**src/rtl/fp_normalizer_if.sv**
```systemverilog
// rtl/fp_normalizer_if.sv - sample-in / unrounded-float-out handshake bundle
interface fp_normalizer_if;
    logic        in_valid;
    logic        in_ready;
    logic [11:0] d_in;
    logic        out_valid;
    logic        out_ready;
    logic        sign;
    logic [2:0]  exp;
    logic [3:0]  sig;
    logic        fifth;

    modport master (
        output in_valid, d_in, out_ready,
        input  in_ready, out_valid, sign, exp, sig, fifth
    );

    modport slave (
        input  in_valid, d_in, out_ready,
        output in_ready, out_valid, sign, exp, sig, fifth
    );
endinterface

```
**src/rtl/fp_normalizer.sv**
```systemverilog
// rtl/fp_normalizer.sv - 12-bit two's-complement to sign/exp/significand normalizer
module fp_normalizer (
    input  logic               clk,
    input  logic               rst,
    fp_normalizer_if.slave     bus
);
    typedef enum logic [1:0] {IDLE, ABS, NORM, DONE} state_t;

    state_t      state_q, state_d;
    logic [11:0] d_q, d_d;
    logic [10:0] m_q, m_d;
    logic [2:0]  cnt_q, cnt_d;
    logic        sign_r_q, sign_r_d;
    logic        sign_q, sign_d;
    logic [2:0]  exp_q, exp_d;
    logic [3:0]  sig_q, sig_d;
    logic        fifth_q, fifth_d;

    logic [10:0] neg_low;
    logic [10:0] mag;

    // Low 11 bits of the negation are all that matter; -2048 has none set and saturates.
    assign neg_low = ~d_q[10:0] + 11'd1;
    assign mag     = !d_q[11]        ? d_q[10:0] :
                     (d_q == 12'h800) ? 11'h7FF   : neg_low;

    always_ff @(posedge clk) begin
        if (rst) begin
            state_q <= IDLE;
        end else begin
            state_q <= state_d;
        end
    end

    always_comb begin
        state_d  = state_q;
        d_d      = d_q;
        m_d      = m_q;
        cnt_d    = cnt_q;
        sign_r_d = sign_r_q;
        sign_d   = sign_q;
        exp_d    = exp_q;
        sig_d    = sig_q;
        fifth_d  = fifth_q;
        case (state_q)
            IDLE: begin
                if (bus.in_valid) begin
                    d_d     = bus.d_in;
                    state_d = ABS;
                end
            end
            ABS: begin
                sign_r_d = d_q[11];
                m_d      = mag;
                cnt_d    = 3'd7;
                state_d  = NORM;
            end
            NORM: begin
                if (m_q[10] || cnt_q == 3'd0) begin
                    sign_d  = sign_r_q;
                    exp_d   = cnt_q;
                    sig_d   = m_q[10:7];
                    fifth_d = m_q[6];
                    state_d = DONE;
                end else begin
                    m_d   = {m_q[9:0], 1'b0};
                    cnt_d = cnt_q - 3'd1;
                end
            end
            DONE: begin
                if (bus.out_ready) begin
                    state_d = IDLE;
                end
            end
            default: state_d = IDLE;
        endcase
    end

    always_ff @(posedge clk) begin
        if (rst) begin
            d_q      <= '0;
            m_q      <= '0;
            cnt_q    <= '0;
            sign_r_q <= 1'b0;
            sign_q   <= 1'b0;
            exp_q    <= '0;
            sig_q    <= '0;
            fifth_q  <= 1'b0;
        end else begin
            d_q      <= d_d;
            m_q      <= m_d;
            cnt_q    <= cnt_d;
            sign_r_q <= sign_r_d;
            sign_q   <= sign_d;
            exp_q    <= exp_d;
            sig_q    <= sig_d;
            fifth_q  <= fifth_d;
        end
    end

    assign bus.in_ready  = (state_q == IDLE);
    assign bus.out_valid = (state_q == DONE);
    assign bus.sign      = sign_q;
    assign bus.exp       = exp_q;
    assign bus.sig       = sig_q;
    assign bus.fifth     = fifth_q;
endmodule

```
**src/flat_wrapper.sv**
```systemverilog
// flat-port wrapper written by rule: the top's interface ports become plain ports
module fp_normalizer_flat 
  (clk, rst, bus_in_valid, bus_d_in, bus_out_ready, bus_in_ready, bus_out_valid, bus_sign, bus_exp, bus_sig, bus_fifth);
  fp_normalizer_if bus_i ();
  input  logic clk;
  input  logic rst;
  input wire logic [$bits(bus_i.in_valid)-1:0] bus_in_valid;
  input wire logic [$bits(bus_i.d_in)-1:0] bus_d_in;
  input wire logic [$bits(bus_i.out_ready)-1:0] bus_out_ready;
  output wire logic [$bits(bus_i.in_ready)-1:0] bus_in_ready;
  output wire logic [$bits(bus_i.out_valid)-1:0] bus_out_valid;
  output wire logic [$bits(bus_i.sign)-1:0] bus_sign;
  output wire logic [$bits(bus_i.exp)-1:0] bus_exp;
  output wire logic [$bits(bus_i.sig)-1:0] bus_sig;
  output wire logic [$bits(bus_i.fifth)-1:0] bus_fifth;
  assign bus_i.in_valid = bus_in_valid;
  assign bus_i.d_in = bus_d_in;
  assign bus_i.out_ready = bus_out_ready;
  assign bus_in_ready = bus_i.in_ready;
  assign bus_out_valid = bus_i.out_valid;
  assign bus_sign = bus_i.sign;
  assign bus_exp = bus_i.exp;
  assign bus_sig = bus_i.sig;
  assign bus_fifth = bus_i.fifth;
  fp_normalizer u_core (.clk(clk), .rst(rst), .bus(bus_i));
endmodule
```
**config.mk**
```make
export PLATFORM = sky130hd
export DESIGN_NAME = fp_normalizer_flat
export DESIGN_NICKNAME = d
export VERILOG_FILES = /design/src/rtl/fp_normalizer_if.sv /design/src/rtl/fp_normalizer.sv /design/src/flat_wrapper.sv
export SDC_FILE = /design/constraint.sdc
export NUM_CORES = 1
export LEC_CHECK = 0
export BUFFER_PORTS_ARGS = -buffer_cell sky130_fd_sc_hd__buf_2
export CAP_MARGIN = 20
export CORE_AREA = 4 4 71 73
export CTS_CLUSTER_SIZE = 8
export DETAILED_ROUTE_END_ITERATION = 12
export DIE_AREA = 0 0 75 77
export PLACE_DENSITY = 0.69
export SKIP_CTS_REPAIR_TIMING = 1
export SYNTH_ARGS = -nofsm -noshare
export SYNTH_HDL_FRONTEND = slang
export SYNTH_SLANG_ARGS = --single-unit
export TNS_END_PERCENT = 100
```
**constraint.sdc**
```tcl
create_clock -name clk -period 2.5 [get_ports clk]
set_clock_uncertainty 0.2 [all_clocks]
set_input_delay 0.5 -clock clk [delete_from_list [all_inputs] [get_ports clk]]
set_output_delay 0.5 -clock clk [all_outputs]
set_load 0.02 [all_outputs]
```
==> impl_results.md <==
* Result of the run: complete, no violations
* Total via count in the routed design at 1682
* Standard cell core area at 0.00435 mm²
* Horizontal die dimension at 75 µm
* Total met3 wirelength after detailed routing at 136 µm
* N_diodes at 0
* Switching power share of the total at 40.1%
* Count of pins on the block boundary at 27
* Cell with the most instances after synthesis: sky130_fd_sc_hd__dfxtp_1
* Pin count of the biggest net entering global routing at 33
* Crit path to: u_core.m_q[7]
* Count of buffers inserted at the top-level ports at 26
* Proportion of power drawn by combinational gates at 42.0%
* Register-to-register setup slack at 0.30 ns
* Number of cells on the worst reg-to-reg path at 6
* Die Footprint at 0.00578 mm²
* Kind of end point of the critical path: register
* Simple-gate portion of the synthesized area at 20.7%
* Total net switching power at 915 µW
* Number of global-route vias before repair at 1573
* Pre-CTS WS at 0.314 ns
* Synth area leader: sky130_fd_sc_hd__dfxtp_1
* Setup repair after global routing missed its margin: no
* Classification of the worst-slack hold path: primary input to register
* Final hold vios at 0
* Total power after layout at 2.28 mW
* Highest signal layer in the routed design: met4
* Xor and xnor fraction of the mapped netlist area at 1.80%
* Synthesized instance count at 224
* Clock H-tree levels at 2
* Relative contribution of sequential cells to total power at 38.3%
* Clock latency of the later-clocked register in the worst-skew pair at 0.30 ns
* Crit path DAT at 2.21 ns
* Die Y at 77 µm
* Power density of the placed cells at 1020 mW/mm²
* Mux cell area share after synthesis at 5.15%
* Mean instance size in the synthesized netlist at 8.67 µm²
* Synth top area share at 39.2%
* Final setup violation count at 0
* Share of synthesized registers carrying an async set or reset at 0%
* Sum of buffers and inverters on the critical path at 1
* Highest attainable clock frequency at 454 MHz
* Final Wtd Congestion at 0.862
* Area of all sequential standard cells at 761 µm²
* Met2 wire len at 2.03 mm
* Share of the synthesized area in compound gates (AO/OA/AOI/OAI) at 23.0%
* Worst IR Drop VDD at 0.000478 V
* Post-Synthesis Net Count at 248
* Synth warn at 0
* Slew headroom at 62.0%
* Num Clock Sinks at 38
* Effective utilization at floorplan at 44.6%
* Multi-input combinational cell area at 0.00108 mm²
* Sequential cell area fraction in the yosys report at 39.2%
* Drt wl/cell at 13.8 µm
* Most instantiated cells after synthesis: sky130_fd_sc_hd__dfxtp_1 (38), sky130_fd_sc_hd__nand2_1 (31), sky130_fd_sc_hd__nor2_1 (19)
* First-pass GRT wire length at 7.23 mm
* Critical path launch point type: register
* Fin worst setup slack at 0.295 ns
* Beginning of the critical path: u_core.d_q[0]
* Met1 layer wirelength in the final routing at 2.04 mm
* Vias per cell at 5.44
* Remaining design rule violation count at 0
* Family with the most delay on the worst path: compound AO/OA/AOI/OAI gates
* Actual transition at the worst max-transition pin at 0.570 ns
* Dominant combinational cell family by area after synthesis: compound AO/OA/AOI/OAI gates
* Number of antenna violations at the first check in global routing at 0
* Worst-path cell chain: inv_1 > ha_1 > or3b_4 > o41ai_4 > nor3_1 > o41ai_2
* Share of the cycle needed by the critical path after routing at 88.2%
* Number of max-cap violations at 0
* Data required time at the worst endpoint at 2.51 ns
* Number of register bits inferred by synthesis at 38
* Half-perimeter wire length after detailed placement at 3.08 mm
* Adder-cell share of the synthesized area at 5.15%
* Fraction of layout instances using a drive strength above 1 at 20.6%
* Worst setup path class: register to register
* Leakage power figure at 0.942 nW
* Count of flip-flops with a built-in enable after synthesis at 0
* Highest fanout seen on the critical path at 7
* Delay contributed by the slowest stage of the critical path at 0.44 ns
* Largest cells by area after synthesis: sky130_fd_sc_hd__dfxtp_1 (39%), sky130_fd_sc_hd__nand2_1 (6.0%), sky130_fd_sc_hd__ha_1 (5.2%), sky130_fd_sc_hd__mux2i_1 (5.2%), sky130_fd_sc_hd__a21oi_1 (4.6%)
* Crit Reg-Reg Startpoint: u_core.d_q[0]
* Destination of the worst register-to-register timing path: u_core.m_q[7]
* Total clock buffers created by CTS at 5
* Number of rows created at floorplan at 24
* Clock period minus worst slack at 2.20 ns
* Final number of max-transition violations at 0
* Post-synthesis cell type count at 46
* Clock-pin slew reported for the worst setup and hold paths after clock tree synthesis at 0.08 ns
* Setup total negative slack at 0 ns
* Antenna violation net count after detailed routing at 0
* Clock share of power at 19.7%
* Final-stage net count at 280
* Clock Tree Root: sky130_fd_sc_hd__clkbuf_8
* Cell Area, Synth at 0.00194 mm²
* Total iterations of the first detailed-routing run at 4
* Filler cell count in the final layout at 412
* Post-synthesis to final-layout area growth at 15.6%
* Iter 0 DRT Violations at 120
* Internal power component at 1.37 mW
* Worst path slowest cell: sky130_fd_sc_hd__or3b_4
* CTS tree: done
* Top FF cell, synth: sky130_fd_sc_hd__dfxtp_1
* Final WL at 4.28 mm
* Number of gates on the worst path with buffers counted at 6
* Maximum clock path buffer count at 2
* Global routing usage summed across all routing layers at 15.9%
* Leftover overflow at the end of global routing at 0
metrics by stage:
step,area [µm²],std cells,utilization (%),hold WS [ns]
2_1_floorplan,1940,224,-,0.237
3_3_place_gp,2150,301,49.4,0.245
3_5_place_dp,2150,301,49.4,0.252
4_1_cts,2250,309,51.6,0.223
5_1_grt,2250,309,51.6,0.229
6_report,2250,309,51.6,0.228
registers in the layout (all words and copies together) (netlist names):
register,count
u_core.cnt_q,3
u_core.d_q,12
u_core.state_q,2
u_core.sign_r_q,1
u_core.bus.fifth,1
u_core.m_q,11
u_core.bus.exp,3
u_core.bus.sign,1
u_core.bus.sig,4
per-layer routing:
metal  global-route usage [%]  vias up
met2                     24.4       20
met1                     21.3      783
li1                         -      871
met3                     3.66        8
met5                        0        -
met4                     6.41        0
worst reg2reg max path, delay by kind of cell (launching register included):
| family | cells | cell delay (ns) |
|---|---|---|
| adders and majority gates | 1 | 0.23 |
| and+or+nand+nor | 2 | 0.57 |
| AOI/OAI and AO/OA | 2 | 0.67 |
| DFF | 1 | 0.37 |
| buffers and inverters | 1 | 0.08 |
layout make-up:
class / instances / share of cell area [%]
multi-input combinational: 165 / 48.2
sequential: 38 / 33.9
timing repair buffer: 36 / 9.13
clock buffer: 6 / 3.67
tap: 52 / 2.90
inverter: 10 / 1.67
clock inverter: 2 / 0.557
logic make-up (layout without fill, tap and decap cells):
group	count (synthesis)	in the layout
flip-flops	38	38
buffers and inverters	21	54
AO/OA/AOI/OAI	61	61
AND/OR/NAND/NOR	82	82
XOR/XNOR	4	4
adder cells (fa/ha/maj)	8	8
multiplexers	10	10
worst min path at each step:
stage / from / end / cells past startpoint
floorplan: u_core.m_q[1] / u_core.m_q[1] / 2
global placement: u_core.m_q[3] / u_core.m_q[3] / 2
detailed placement: u_core.m_q[3] / u_core.m_q[3] / 2
CTS: bus_d_in[7] / u_core.d_q[7] / 3
global route: bus_d_in[7] / u_core.d_q[7] / 3
finish: bus_d_in[8] / u_core.d_q[8] / 3
power by group through the flow:
stage / clock network [mW] / registers (mW) / logic, mW
after floorplan: 0 / 0.846 / 0.740
after global placement: 0 / 0.880 / 0.944
after detailed placement: 0 / 0.885 / 0.949
after CTS: 0.463 / 0.873 / 0.961
after global routing: 0.492 / 0.892 / 1.07
final: 0.450 / 0.874 / 0.958
cells in the final DEF, fill, tap and decap left out, types with 2 or more instances in the layout:
cell type	instances
sky130_fd_sc_hd__a211oi_1	6
sky130_fd_sc_hd__a21o_1	2
sky130_fd_sc_hd__a21oi_1	18
sky130_fd_sc_hd__a221oi_1	4
sky130_fd_sc_hd__a22oi_1	2
sky130_fd_sc_hd__a311oi_1	2
sky130_fd_sc_hd__a31oi_1	3
sky130_fd_sc_hd__buf_2	26
sky130_fd_sc_hd__buf_4	10
sky130_fd_sc_hd__clkbuf_8	6
sky130_fd_sc_hd__clkinv_1	2
sky130_fd_sc_hd__dfxtp_1	38
sky130_fd_sc_hd__ha_1	8
sky130_fd_sc_hd__inv_1	8
sky130_fd_sc_hd__mux2i_1	10
sky130_fd_sc_hd__nand2_1	31
sky130_fd_sc_hd__nand2b_1	4
sky130_fd_sc_hd__nand3b_1	3
sky130_fd_sc_hd__nor2_1	19
sky130_fd_sc_hd__nor2b_1	4
sky130_fd_sc_hd__nor3_1	8
sky130_fd_sc_hd__nor3b_1	2
sky130_fd_sc_hd__nor4_1	2
sky130_fd_sc_hd__o211ai_1	4
sky130_fd_sc_hd__o21ai_0	7
sky130_fd_sc_hd__o31ai_1	2
sky130_fd_sc_hd__o41ai_2	2
sky130_fd_sc_hd__xnor2_1	3
No activity file was read; power rests on OpenSTA's default activity.
